[src/rtl/pbch_re_demux.sv]
// PBCH RE demultiplexer: decodes the compacted SSB address stream, pairs each accepted
// address with its delayed RE memory read data and splits the REs into DMRS and data streams.
module pbch_re_demux #(
    parameter int IQ_W   = 16,
    parameter int RD_LAT = 2
) (
    input  logic              clk,
    input  logic              rst,
    input  logic              start,
    input  logic [1:0]        nu,
    input  logic [9:0]        addr_in,
    input  logic              addr_vld,
    input  logic              addr_done,
    input  logic [2*IQ_W-1:0] rd_data,
    output logic [2*IQ_W-1:0] dmrs_data,
    output logic [7:0]        dmrs_idx,
    output logic              dmrs_vld,
    output logic [2*IQ_W-1:0] data_out,
    output logic [8:0]        data_idx,
    output logic              data_vld,
    output logic              frame_done,
    output logic              cnt_err,
    output logic              addr_err
);
    localparam int         DW         = $clog2(RD_LAT + 1);
    localparam logic [7:0] DMRS_TOTAL = 8'd144;
    localparam logic [8:0] DATA_TOTAL = 9'd432;

    typedef enum logic [1:0] {IDLE, RUN, DRAIN, DONE} state_t;

    state_t            state_q, state_d;
    logic [DW-1:0]     drain_cnt_q, drain_cnt_d;
    logic [1:0]        nu_q, nu_d;
    logic [RD_LAT-1:0] pipe_vld_q, pipe_vld_d;
    logic [RD_LAT-1:0] pipe_dmrs_q, pipe_dmrs_d;
    logic [7:0]        dmrs_cnt_q, dmrs_cnt_d;
    logic [8:0]        data_cnt_q, data_cnt_d;
    logic [2*IQ_W-1:0] dmrs_data_q, dmrs_data_d;
    logic [7:0]        dmrs_idx_q, dmrs_idx_d;
    logic              dmrs_vld_q, dmrs_vld_d;
    logic [2*IQ_W-1:0] data_out_q, data_out_d;
    logic [8:0]        data_idx_q, data_idx_d;
    logic              data_vld_q, data_vld_d;
    logic              cnt_err_q, cnt_err_d;
    logic              addr_err_q, addr_err_d;

    logic [7:0] k;
    logic       addr_legal;
    logic       is_dmrs;
    logic       accept;
    logic       tap_vld;
    logic       tap_dmrs;
    logic       dmrs_full;
    logic       data_full;
    logic       dmrs_fire;
    logic       data_fire;
    logic       beat_dropped;

    // Symbol 1 only carries the two 48-subcarrier flanks around the SSS, hence the split range.
    always_comb begin
        k = 8'd0;
        if (addr_in < 10'd240) begin
            k = addr_in[7:0];
        end else if (addr_in < 10'd288) begin
            k = 8'(addr_in - 10'd240);
        end else if (addr_in < 10'd336) begin
            k = 8'(addr_in - 10'd96);
        end else begin
            k = 8'(addr_in - 10'd336);
        end
    end

    assign addr_legal = (addr_in < 10'd576);
    assign is_dmrs    = ((k & 8'h03) == {6'd0, nu_q});
    assign accept     = (state_q == RUN) && addr_vld && !start && addr_legal;

    assign tap_vld      = pipe_vld_q[RD_LAT-1] && !start;
    assign tap_dmrs     = pipe_dmrs_q[RD_LAT-1];
    assign dmrs_full    = (dmrs_cnt_q == DMRS_TOTAL);
    assign data_full    = (data_cnt_q == DATA_TOTAL);
    assign dmrs_fire    = tap_vld && tap_dmrs && !dmrs_full;
    assign data_fire    = tap_vld && !tap_dmrs && !data_full;
    assign beat_dropped = tap_vld && ((tap_dmrs && dmrs_full) || (!tap_dmrs && data_full));

    always_ff @(posedge clk) begin
        if (rst) begin
            state_q     <= IDLE;
            drain_cnt_q <= '0;
            nu_q        <= 2'd0;
            pipe_vld_q  <= '0;
            pipe_dmrs_q <= '0;
            dmrs_cnt_q  <= 8'd0;
            data_cnt_q  <= 9'd0;
            dmrs_data_q <= '0;
            dmrs_idx_q  <= 8'd0;
            dmrs_vld_q  <= 1'b0;
            data_out_q  <= '0;
            data_idx_q  <= 9'd0;
            data_vld_q  <= 1'b0;
            cnt_err_q   <= 1'b0;
            addr_err_q  <= 1'b0;
        end else begin
            state_q     <= state_d;
            drain_cnt_q <= drain_cnt_d;
            nu_q        <= nu_d;
            pipe_vld_q  <= pipe_vld_d;
            pipe_dmrs_q <= pipe_dmrs_d;
            dmrs_cnt_q  <= dmrs_cnt_d;
            data_cnt_q  <= data_cnt_d;
            dmrs_data_q <= dmrs_data_d;
            dmrs_idx_q  <= dmrs_idx_d;
            dmrs_vld_q  <= dmrs_vld_d;
            data_out_q  <= data_out_d;
            data_idx_q  <= data_idx_d;
            data_vld_q  <= data_vld_d;
            cnt_err_q   <= cnt_err_d;
            addr_err_q  <= addr_err_d;
        end
    end

    // A start in any state re-arms the frame, so it always lands in RUN.
    always_comb begin
        state_d = state_q;
        case (state_q)
            IDLE: begin
                if (start) state_d = RUN;
            end
            RUN: begin
                if (start)          state_d = RUN;
                else if (addr_done) state_d = DRAIN;
            end
            DRAIN: begin
                if (start)                    state_d = RUN;
                else if (drain_cnt_q == '0)   state_d = DONE;
            end
            DONE: begin
                state_d = start ? RUN : IDLE;
            end
            default: state_d = IDLE;
        endcase
    end

    always_comb begin
        nu_d        = nu_q;
        drain_cnt_d = drain_cnt_q;
        pipe_vld_d  = '0;
        pipe_dmrs_d = '0;
        dmrs_cnt_d  = dmrs_cnt_q;
        data_cnt_d  = data_cnt_q;
        dmrs_data_d = dmrs_data_q;
        dmrs_idx_d  = dmrs_idx_q;
        dmrs_vld_d  = dmrs_fire;
        data_out_d  = data_out_q;
        data_idx_d  = data_idx_q;
        data_vld_d  = data_fire;
        cnt_err_d   = cnt_err_q;
        addr_err_d  = addr_err_q;

        if (start) begin
            nu_d = nu;
        end

        if ((state_q == RUN) && addr_done && !start) begin
            drain_cnt_d = DW'(RD_LAT);
        end else if ((state_q == DRAIN) && (drain_cnt_q != '0)) begin
            drain_cnt_d = drain_cnt_q - DW'(1);
        end

        pipe_vld_d[0]  = accept;
        pipe_dmrs_d[0] = is_dmrs;
        for (int i = 1; i < RD_LAT; i++) begin
            pipe_vld_d[i]  = pipe_vld_q[i-1];
            pipe_dmrs_d[i] = pipe_dmrs_q[i-1];
        end
        if (start) begin
            pipe_vld_d = '0;
        end

        // The index reported with a beat is the count before that beat is added.
        if (dmrs_fire) begin
            dmrs_data_d = rd_data;
            dmrs_idx_d  = dmrs_cnt_q;
        end
        if (data_fire) begin
            data_out_d = rd_data;
            data_idx_d = data_cnt_q;
        end

        if (start) begin
            dmrs_cnt_d = 8'd0;
            data_cnt_d = 9'd0;
        end else begin
            if (dmrs_fire) dmrs_cnt_d = dmrs_cnt_q + 8'd1;
            if (data_fire) data_cnt_d = data_cnt_q + 9'd1;
        end

        if (start) begin
            cnt_err_d  = 1'b0;
            addr_err_d = 1'b0;
        end else begin
            if ((state_q == RUN) && addr_vld && !addr_legal) begin
                addr_err_d = 1'b1;
            end
            if (beat_dropped) begin
                cnt_err_d = 1'b1;
            end
            if ((state_q == DONE) && ((dmrs_cnt_q != DMRS_TOTAL) || (data_cnt_q != DATA_TOTAL))) begin
                cnt_err_d = 1'b1;
            end
        end
    end

    always_comb begin
        frame_done = (state_q == DONE);
        dmrs_data  = dmrs_data_q;
        dmrs_idx   = dmrs_idx_q;
        dmrs_vld   = dmrs_vld_q;
        data_out   = data_out_q;
        data_idx   = data_idx_q;
        data_vld   = data_vld_q;
        cnt_err    = cnt_err_q;
        addr_err   = addr_err_q;
    end

endmodule

[config.mk]
export PLATFORM = sky130hd
export DESIGN_NAME = pbch_re_demux
export DESIGN_NICKNAME = d
export VERILOG_FILES = /design/src/rtl/pbch_re_demux.sv
export SDC_FILE = /design/constraint.sdc
export NUM_CORES = 1
export LEC_CHECK = 0
export CORE_UTILIZATION = 50
export CTS_BUF_LIST = sky130_fd_sc_hd__clkbuf_4 sky130_fd_sc_hd__clkbuf_8 sky130_fd_sc_hd__clkbuf_16
export CTS_CLUSTER_SIZE = 12
export DETAILED_ROUTE_END_ITERATION = 10
export HOLD_SLACK_MARGIN = 0.12
export PLACE_DENSITY = 0.85
export RECOVER_POWER = 100
export SYNTH_ARGS = -nofsm -noshare
export SYNTH_HDL_FRONTEND = slang
export SYNTH_SLANG_ARGS = --single-unit
[constraint.sdc]
create_clock -name clk -period 3.7 [get_ports clk]
set_clock_uncertainty 0.05 [all_clocks]
set_input_delay 0.37 -clock clk [delete_from_list [all_inputs] [get_ports clk]]
set_output_delay 0.37 -clock clk [all_outputs]
set_load 0.01 [all_outputs]
==> out/qor.yml, run 1 <==
outcome: "finished with violations"
violations: "max-capacitance violations, max-slew violations"
swShare_pct: 22.3
vias: 3579
syn-num-nets: 520
yosysMostFrequentCell: "dfxtp_1"
slew_headroom_pct: -33.7
cts_max_level: 3
ant_nets: 0
pwr_density_cell_mw_per_mm2: 352
worst_path_max_delay_cell: "or4_2"
routed_wl_mm: 9.51
rsz0062_at_grt: "no"
synthArstFlopShare_pct: 0
gr-usage-all-layers_pct: 21.4
drive_gt1_share_pct: 5.93
vias_per_cell: 5.15
wl_per_cell_um: 13.7
grt_max_degree: 48
grt-ovfl-total: 0
cts_buffers: 9
grt_pass1_wl_mm: 15.3
first_pass_iters: 4
tns_ns: 0
place.port_buffers: 130
ys_types: 46
gp_congestion: 0.740
hold_viol_final: 0
fin_util_pct: 69.3
finalSetupViolations: 0
netlist_top_cells_count: "dfxtp_1, nand2_1, nor2_1"
tritoncts: "built"
ys_top_cells_by_area: "dfxtp_1, mux2i_1, nand2_1"
worstPathArrival_ns: 3.16
coreArea_mm2: 0.00834
p_int_mw: 1.58
first_global_vias: 3415
fin_cells: 695
drtIter0Drc: 126
p_leak_nw: 2.38
period_needed_ns: 2.93
dp.cells: 679
yosys_warnings: 0
finalCritPeriodShare_pct: 79.1
finalMaxSlewViolations: 48
crit_path_start_kind: "primary input"
place.detailed.hpwl_mm: 6.67
critPathKind: "primary input to flop"
initial_utilization_pct: 52.2
avgSynthCellArea_um2: 9.35
endpoint_kind: "flop"
seq_area_frac_synth_pct: 51.5
die_area_mm2: 0.00909
io_pins: 135
crit_chain: "dlygate4sd3_1 > nor3b_1 > o21ai_2 > or4_2 > a21oi_1"
synth_top_area_share_pct: 51.5
cts.path.max_buffers: 2
critPathMaxStageDelay_ns: 0.77
rows: 33
grt_antenna_before_repair: 0
clockRootBuffer: "clkbuf_8"
die_h_um: 95.3
holdCritPathClass: "flop to flop"
clock_power_share_pct: 35.9
synthFlopType: "dfxtp_1"
cts-hold-fix-buffers: 0
yosysTopAreaCell: "dfxtp_1"
cts.repair.resized: 0
cts_setup_buffers: 0
synthToLayoutAreaGrowth_pct: 32.7
fin_nets: 639
synth_edf_count: 0
netlist_instances: 466
drc: 0
ir_drop_mv: 0.290
insertion_delay_ns: 0.36
seqPwrFrac_pct: 59.6
drv_cap: 1
cp_max_fo: 30
fp.dieW_um: 95.3
synth-seq-cells: 112
comb_power_share_pct: 4.5
max_slew.worst_pin.slew_ns: 2.01
fmax_mhz: 342
diodes: 0
clock_sinks: 112
crit_required_ns: 3.93
p_sw_mw: 0.453
synth.cell_area_mm2: 0.00436
clk_pin_slew_ns: 0.10
==> final timing paths <==
path	start	to	slack (ns)	depth (start not counted)
hold reg to reg	pipe_dmrs_q[0]	pipe_dmrs_q[1]	0.39	1
hold / removal	pipe_dmrs_q[0]	pipe_dmrs_q[1]	0.39	1
setup reg to reg	data_cnt_q[2]	data_out[1]	0.95	5
setup / recovery	start	data_cnt_q[7]	0.77	5
==> state kept, by name (all words and copies together), names as in the netlist <==
name         flops
cnt_err          1
data_idx         9
drain_cnt_q      2
data_vld         1
dmrs_vld         1
data_cnt_q       9
dmrs_cnt_q       8
dmrs_data       32
state_q          2
pipe_dmrs_q      2
data_out        32
dmrs_idx         8
nu_q             2
pipe_vld_q       2
addr_err         1
==> cell families (layout without fill, tap and decap cells) <==
kind of cell / Yosys count / count (layout) / share of synthesized area, %
mux: 43 / 43 / 9.91
buf+inv: 38 / 162 / 6.15
compound gates: 67 / 67 / 9.19
xor+xnor: 13 / 13 / 2.61
flops: 112 / 112 / 51.5
simple gates: 188 / 188 / 19.2
fa+ha+maj: 5 / 5 / 1.44
==> final cells by class <==
cell class	count	area, µm²
clock buffer	9	124
clock inverter	7	80.1
fill	654	2560
inverter	10	37.5
multi-input combinational	316	1840
sequential	112	2240
tap	105	131
timing repair buffer	136	1330
==> power groups by stage <==
stage	Clock [mW]	Combinational, mW	Sequential [mW]
detailed placement	0	0.0933	1.24
global placement	0	0.0912	1.24
floorplan	0	0.0344	1.24
finish	0.731	0.0916	1.21
CTS	0.752	0.0940	1.21
global route	0.793	0.0994	1.21
==> worst max-delay path, delay by kind of cell <==
family,cells,cell delay [ns]
buffers and inverters,1,0.70
AO/OA/AOI/OAI,2,0.69
AND/OR/NAND/NOR,2,1.40
==> stage by stage <==
step / hold slack [ns] / cell area, µm² / setup WS [ns] / total power [mW]
after floorplan: 0.356 / 4360 / 1.90 / 1.27
after global placement: 0.365 / 5610 / 0.895 / 1.33
after CTS: 0.393 / 5820 / 1.21 / 2.06
after global routing: 0.408 / 5780 / 0.530 / 2.11
after detailed placement: 0.370 / 5610 / 0.861 / 1.33
final: 0.392 / 5780 / 0.773 / 2.04
==> routing by layer <==
metal	share of wire [%]	wire length, µm	global-route usage (%)	up-vias
li1	-	-	-	1782
met1	42	4020	24.2	1665
met2	47	4490	37.0	116
met3	9.0	855	8.13	16
met4	1.6	148	6.69	0
met5	0	0	0	-
==> layout by cell type, fill, tap and decap left out, drive strengths merged, types with 2 or more instances in the layout <==
| master | instances |
|---|---|
| xor2 | 8 |
| nor2b | 2 |
| clkinv | 3 |
| a21oi | 53 |
| nand2 | 88 |
| and2 | 4 |
| clkbuf | 12 |
| dfxtp | 112 |
| xnor2 | 5 |
| o31ai | 3 |
| mux2i | 42 |
| o21a | 2 |
| nand3 | 7 |
| dlygate4sd3 | 87 |
| or2 | 3 |
| nor3 | 2 |
| ha | 5 |
| clkdlybuf4s50 | 42 |
| buf | 4 |
| nand4 | 4 |
| nor2 | 60 |
| inv | 12 |
| or3 | 2 |
| nand2b | 2 |
| or4 | 2 |
| nand3b | 2 |
| o21ai | 4 |
| nor3b | 3 |
Note: power is estimated with default switching activity, not from simulation.
==> run 2, diff against run 1 <==
Settings changed: CORE_UTILIZATION 50 to 46, PLACE_DENSITY 0.85 to 0.79.
Clock period 3.7 ns to 2.8 ns, I/O delays scaled along.
==> run 2 against run 1 <==
Net effect: the run still ends with max-capacitance violations, max-slew violations left; worst hold slack got worse by 0.0068 ns; sequential power increased by 32%; non-clock buffer count increased by 2; clock power increased by 32%; routed wire length increased by 0.95%; critical endpoint is now dmrs_data[23]; largest cell class unchanged; largest power group unchanged; highest routed layer unchanged.
==> out/qor.yml, run 2 (synthesis gave the netlist of run 1 again) <==
fmax_mhz: 410
holdCritPathClass: "flop to flop"
p_leak_nw: 2.39
outcome: "finished with violations"
slew_headroom_pct: -22.3
p_int_mw: 2.10
place_area_mm2: 0.00563
tns_ns: 0
die_h_um: 99.3
critPathKind: "primary input to flop"
grt-ovfl-total: 0
fp.dieW_um: 99.3
p_total_mw: 2.69
finalInstanceArea_mm2: 0.00579
endpoint_kind: "flop"
crit_path_start_kind: "primary input"
vias_per_cell: 5.07
fin_nets: 641
place.port_buffers: 130
p_sw_mw: 0.594
gp_congestion: 0.773
max_slew.worst_pin.slew_ns: 1.83
cts_setup_buffers: 0
cts.path.max_buffers: 2
crit_family: "buffers and inverters"
multiInputGateArea_mm2: 0.00183
first_global_vias: 3538
io_pins: 135
first_pass_iters: 4
finalHoldWorstSlack_ns: 0.386
gr-usage-all-layers_pct: 20.0
crit_chain: "dlygate4sd3_1 > clkbuf_1 > nand3b_1 > a21o_1 > clkbuf_2 > mux2i_1 > nor2_1"
seqPwrFrac_pct: 59.6
cts.repair.resized: 0
period_needed_ns: 2.44
ant_nets: 0
routed_wl_mm: 9.60
clk_pin_slew_ns: 0.11
drive_gt1_share_pct: 5.74
place.detailed.hpwl_mm: 6.69
cts_max_level: 3
cp_max_fo: 20
drc: 0
pwr_density_cell_mw_per_mm2: 464
finalCritPeriodShare_pct: 87.1
hold_viol_final: 0
wl_per_cell_um: 13.7
rsz0062_at_grt: "no"
rows: 35
drtIter0Drc: 106
regArea_mm2: 0.00224
comb_power_share_pct: 4.5
grt_antenna_before_repair: 0
crit_required_ns: 2.93
swShare_pct: 22.1
ir_drop_mv: 0.276
insertion_delay_ns: 0.35
clock_power_share_pct: 35.9
finalMaxSlewViolations: 43
final_common_cell: "dfxtp_1"
grt_pass1_wl_mm: 15.9
path_buf_inv: 3
violations: "max-capacitance violations, max-slew violations"
worstPathArrival_ns: 2.57
finalSetupViolations: 0
initial_utilization_pct: 47.4
coreArea_mm2: 0.00920
cts_buffers: 9
vias: 3566
clock_sinks: 112
die_area_mm2: 0.00986
synthToLayoutAreaGrowth_pct: 33.0
critPathMaxStageDelay_ns: 0.61
tritoncts: "built"
nFillCells: 792
cts-hold-fix-buffers: 0
clockRootBuffer: "clkbuf_8"
diodes: 0
grt_max_degree: 51
worst_path_max_delay_cell: "dlygate4sd3_1"
drv_cap: 1
layout_common_cells: "dfxtp_1, nand2_1, dlygate4sd3_1"
## run 2: final timing paths
kind                 startpoint            end  slack [ns]  cells after the start
setup / recovery          start  dmrs_data[23]        0.36                      7
hold / removal    pipe_vld_q[0]  pipe_vld_q[1]        0.39                      1
setup reg to reg  data_cnt_q[2]  data_cnt_q[7]        0.46                      5
hold reg to reg   pipe_vld_q[0]  pipe_vld_q[1]        0.39                      1
## run 2: area by class of cell
type | count | area share (%)
well taps | 111 | 2.40
flip-flops and latches | 112 | 38.7
multi-input cells | 316 | 31.6
clock inverters | 6 | 1.19
inverters | 10 | 0.648
clock buffers | 10 | 2.27
repair buffers | 138 | 23.2
## run 2: worst register-to-register path: cells and delay by family, from the launching register on
kind            cells  cell delay, ns
compound gates      3            0.79
buf+inv             1            0.41
flops               1            0.38
simple gates        1            0.63
## run 2: stage by stage
stage	utilization, %	worst slack [ns]	cells
floorplan	-	1.00	466
CTS	63.4	0.513	703
global placement	61.2	0.476	687
global route	63.0	0.201	703
finish	63.0	0.360	703
detailed placement	61.2	0.483	687
## run 2: power groups by stage
stage / logic [mW] / registers [mW] / clock network [mW]
global route: 0.133 / 1.60 / 1.07
finish: 0.122 / 1.60 / 0.965
CTS: 0.126 / 1.60 / 0.988
detailed placement: 0.125 / 1.64 / 0
floorplan: 0.0455 / 1.64 / 0
global placement: 0.123 / 1.64 / 0
## run 2: layer usage
layer | vias to the layer above | wire length (µm) | global-route usage, %
met5 | - | 0 | 0
li1 | 1785 | - | -
met2 | 105 | 4500 | 34.1
met3 | 11 | 726 | 6.25
met4 | 0 | 126 | 6.90
met1 | 1665 | 4250 | 23.9
==> run 3, diff against run 2 <==
Settings changed: CORE_MARGIN set to 2, CORE_UTILIZATION 46 to 24, PLACE_DENSITY 0.79 to unset.
==> run 3 against run 2 <==
Net effect: the flow now finishes without violations; register-to-register slack better by 0.14 ns; critical endpoint is now data_cnt_q[5]; sequential cell count stayed put; combinational power about the same; highest routed layer unchanged; worst setup slack improved by 0.17 ns.
==> out/qor.yml, run 3 (synthesis gave the netlist of run 1 again) <==
rows: 49
worstPathArrival_ns: 2.49
diodes: 0
ant_nets: 0
clock_sinks: 112
fin_nets: 642
final_common_cell: "dfxtp_1"
vias: 3526
fmax_mhz: 441
outcome: "finished clean"
die_area_mm2: 0.0192
cts.repair.resized: 0
cp_max_fo: 26
max_slew.worst_pin.slew_ns: 1.19
insertion_delay_ns: 0.34
worstRegToRegCells: 5
finalMaxSlewViolations: 0
coreArea_mm2: 0.0179
grt-ovfl-total: 0
grt_pass1_wl_mm: 17.4
vias_per_cell: 4.29
synthToLayoutAreaGrowth_pct: 39.7
cts_buffers: 9
fp.dieW_um: 139
endpoint: "data_cnt_q[5]"
reg2reg_to: "data_cnt_q[5]"
drtIter0Drc: 169
first_global_vias: 3285
gr-usage-all-layers_pct: 11.1
finalSetupViolations: 0
slew_headroom_pct: 20.8
pwr_density_cell_mw_per_mm2: 511
cts-hold-fix-buffers: 0
r2r_slack_ns: 0.60
crit_path_start_kind: "primary input"
r2r-start: "data_cnt_q[2]"
rsz0062_at_grt: "no"
regArea_mm2: 0.00224
crit_required_ns: 3.02
initial_utilization_pct: 24.3
p_leak_nw: 2.45
endpoint_kind: "flop"
cts_setup_buffers: 0
hold_viol_final: 0
critPathKind: "primary input to flop"
cts.path.max_buffers: 2
p_total_mw: 3.11
drv_cap: 0
grt_max_degree: 55
grt_antenna_before_repair: 0
fin_util_pct: 34.0
clockRootBuffer: "clkbuf_16"
multiInputGateArea_mm2: 0.00183
cts_max_level: 3
drc: 0
drive_gt1_share_pct: 6.25
clk_pin_slew_ns: 0.07
ir_drop_mv: 0.359
first_pass_iters: 5
gp_congestion: 0.717
die_h_um: 139
startpoint: "start"
nFillCells: 1886
place.detailed.hpwl_mm: 7.22
routed_wl_mm: 10.7
tns_ns: 0
tritoncts: "built"
finalCritPeriodShare_pct: 81.0
holdCritPathClass: "flop to flop"
wl_per_cell_um: 13.0
io_pins: 135
layout_common_cells: "dfxtp_1, nand2_1, dlygate4sd3_1"
place.port_buffers: 130
period_needed_ns: 2.27
## run 3: cell count changes in the layout (fill, tap and decap cells not counted), sizes merged
cell and delta:
clkbuf -2, bufinv +1, buf +2, clkinv -1
## run 3: worst min path at each step
stage          cells past startpoint             end            from  slack (ns)
2_1_floorplan                      1   pipe_vld_q[1]   pipe_vld_q[0]        0.36
3_3_place_gp                       1   pipe_vld_q[1]   pipe_vld_q[0]        0.37
3_5_place_dp                       1   pipe_vld_q[1]   pipe_vld_q[0]        0.37
4_1_cts                            2     dmrs_idx[6]             rst        0.30
5_1_grt                            1  pipe_dmrs_q[1]  pipe_dmrs_q[0]        0.40
6_report                           1  pipe_dmrs_q[1]  pipe_dmrs_q[0]        0.38
## run 3: stage by stage
stage                     instances  hold slack, ns  worst slack (ns)  cell area, µm²
after floorplan                 466           0.356              1.00            4360
after CTS                       821           0.301             0.754            6130
after global routing            821           0.401             0.341            6090
after global placement          806           0.369             0.554            5810
after detailed placement        806           0.368             0.558            5810
final                           821           0.384             0.532            6090
## run 3: report_power, final
| group | switching [mW] | internal, mW | leakage [nW] |
|---|---|---|---|
| clock network | 0.595 | 0.786 | 0.152 |
| registers | 0.00428 | 1.60 | 0.903 |
| logic | 0.0562 | 0.0689 | 1.40 |
## run 3: per-layer routing
| layer | up-vias | part of all wire (%) | global-route usage, % |
|---|---|---|---|
| met5 | - | 0 | 0 |
| met2 | 120 | 42 | 16.2 |
| met4 | 0 | 1.1 | 3.03 |
| li1 | 1781 | - | - |
| met1 | 1616 | 47 | 14.5 |
| met3 | 9 | 10 | 5.77 |
## run 3: critical path, stage by stage
cell           delay (ns)
dlygate4sd3_1        0.59
nor3b_4              0.32
o21ai_0              0.20
clkbuf_2             0.39
or4_1                0.57
a21oi_1              0.14
## run 3: cell type report
class                      count  share of cell area [%]
sequential                   112                    36.8
multi-input combinational    316                    30.1
timing repair buffer         139                    22.5
tap                          229                    4.71
clock buffer                   9                    3.70
clock inverter                 6                    1.54
inverter                      10                   0.617
==> patch (flow settings as in run 2) <==
One comparison of `dmrs_cnt_q` changes from == to >=.
--- a/src/rtl/pbch_re_demux.sv
+++ b/src/rtl/pbch_re_demux.sv
@@ -76,7 +76,7 @@
 
     assign tap_vld      = pipe_vld_q[RD_LAT-1] && !start;
     assign tap_dmrs     = pipe_dmrs_q[RD_LAT-1];
-    assign dmrs_full    = (dmrs_cnt_q == DMRS_TOTAL);
+    assign dmrs_full    = (dmrs_cnt_q >= DMRS_TOTAL);
     assign data_full    = (data_cnt_q == DATA_TOTAL);
     assign dmrs_fire    = tap_vld && tap_dmrs && !dmrs_full;
     assign data_fire    = tap_vld && !tap_dmrs && !data_full;
Behaviour: no difference found for any inputs over 10 cycles, from zero or initial values and one cycle with rst high; that may be too few to reach the edited logic, so the function may still have changed.
==> patch against run 2 <==
  * The run ends with design-rule violations left
  * Cell area fell by 0.95%
  * Sequential cell count did not move
  * Core utilization increased by 1.9 points
  * Worst hold slack worse by 80 ps
  * Largest cell class unchanged
  * Area after synthesis down 2.5%
  * Count of clock-buffer cells in the layout rose by 1
  * Critical path depth fell by 1
  * Total power is 2.9% lower
  * Setup slack better by 160 ps
  * Routed wire length is 1.2% lower
==> patch: results (changes against run 2) <==
\begin{tabular}{lr}
\hline
Metric & Value \\
\hline
\multicolumn{2}{l}{\textbf{Synthesis}} \\
Complex-gate fraction of the synthesized area & 0.0763 (-0.0156) \\
Post-synthesis cell type count & 42 (-8.7\%) \\
Cell types occupying the most area after synthesis & sky130\_fd\_sc\_hd\_\_dfxtp\_1, sky130\_fd\_sc\_hd\_\_mux2i\_1, sky130\_fd\_sc\_hd\_\_nand2\_1 \\
Sequential area share after synthesis & 0.528 (+0.0130) \\
Commonest cells in the netlist & sky130\_fd\_sc\_hd\_\_dfxtp\_1, sky130\_fd\_sc\_hd\_\_nand2\_1, sky130\_fd\_sc\_hd\_\_nor2\_1, sky130\_fd\_sc\_hd\_\_a21oi\_1, sky130\_fd\_sc\_hd\_\_mux2i\_1 \\
\multicolumn{2}{l}{\textbf{Route}} \\
Routed length on met1 & 4140 microns (-2.5\%) \\
Initial DRT Pass Iterations & 7 (+3) \\
Met2 wire len & 4580 microns (+1.8\%) \\
Met3 WL post-DR & 696 microns (-4.1\%) \\
Number of remaining DRC errors & 11 (+11) \\
Average wire per cell in the routed design & 13.7 microns (about the same) \\
\multicolumn{2}{l}{\textbf{Worst setup path}} \\
Worst Reg2Reg Path Length in Cells & 7 (+2) \\
\multicolumn{2}{l}{\textbf{Placement}} \\
Post-detailed-placement half-perimeter wirelength & 6610 microns (-1.2\%) \\
\multicolumn{2}{l}{\textbf{Power}} \\
Max rail drop VDD & 0.000344 V (+25\%) \\
Leak & 2.55 nW (+6.8\%) \\
Share of power burned in registers & 0.614 (+0.018) \\
Net switching component of the power & 0.000578 W (-2.6\%) \\
\multicolumn{2}{l}{\textbf{Finish}} \\
Footprint of the multi-input gates & 0.00180 sq mm (-1.9\%) \\
Summed area of non-filler cells in the final layout & 0.00574 sq mm (-0.95\%) \\
Ratio of cells with drive above 1 in the final layout & 0.0461 (-0.0114) \\
Filler cell count in the final layout & 757 (-4.4\%) \\
\multicolumn{2}{l}{\textbf{Worst hold path}} \\
Worst Hold Endpoint & nu\_q[1] \\
Worst hold path depth & 2 (+1) \\
\multicolumn{2}{l}{\textbf{Outcome}} \\
Outcome & finished, violations left \\
Violated checks & design-rule violations \\
\multicolumn{2}{l}{\textbf{Global routing}} \\
Total routing resource utilization after global routing & 0.206 (+0.00627) \\
\multicolumn{2}{l}{\textbf{STA}} \\
Max\_slew headroom & 0.392 (+0.615) \\
\hline
\end{tabular}
==> patch: logic make-up (layout without fill, tap and decap cells) <==
logic type / count (synthesis) / in the layout
and+or+nand+nor: 192 / 192
DFF: 112 / 112
adders and majority gates: 5 / 5
AOI/OAI and AO/OA: 59 / 59
muxes: 42 / 42
xor gates and xnor gates: 15 / 15
buffers and inverters: 36 / 161
==> patch: how the worst max path moves through the flow <==
stage | start | end | slack (ps)
finish | start | dmrs_data[20] | 520
global route | data_cnt_q[0] | data_out[22] | 360
global placement | start | dmrs_data[5] | 680
floorplan | data_cnt_q[0] | data_idx[8] | 1160
detailed placement | start | dmrs_data[14] | 630
CTS | data_cnt_q[0] | data_out[10] | 640
==> patch: critical path, stage by stage <==
cell and delay (ps):
sky130_fd_sc_hd__dlygate4sd3_1 610, sky130_fd_sc_hd__nand3b_1 370, sky130_fd_sc_hd__or2_1 310, sky130_fd_sc_hd__clkbuf_2 520
sky130_fd_sc_hd__nand2_1 240, sky130_fd_sc_hd__a21oi_1 80
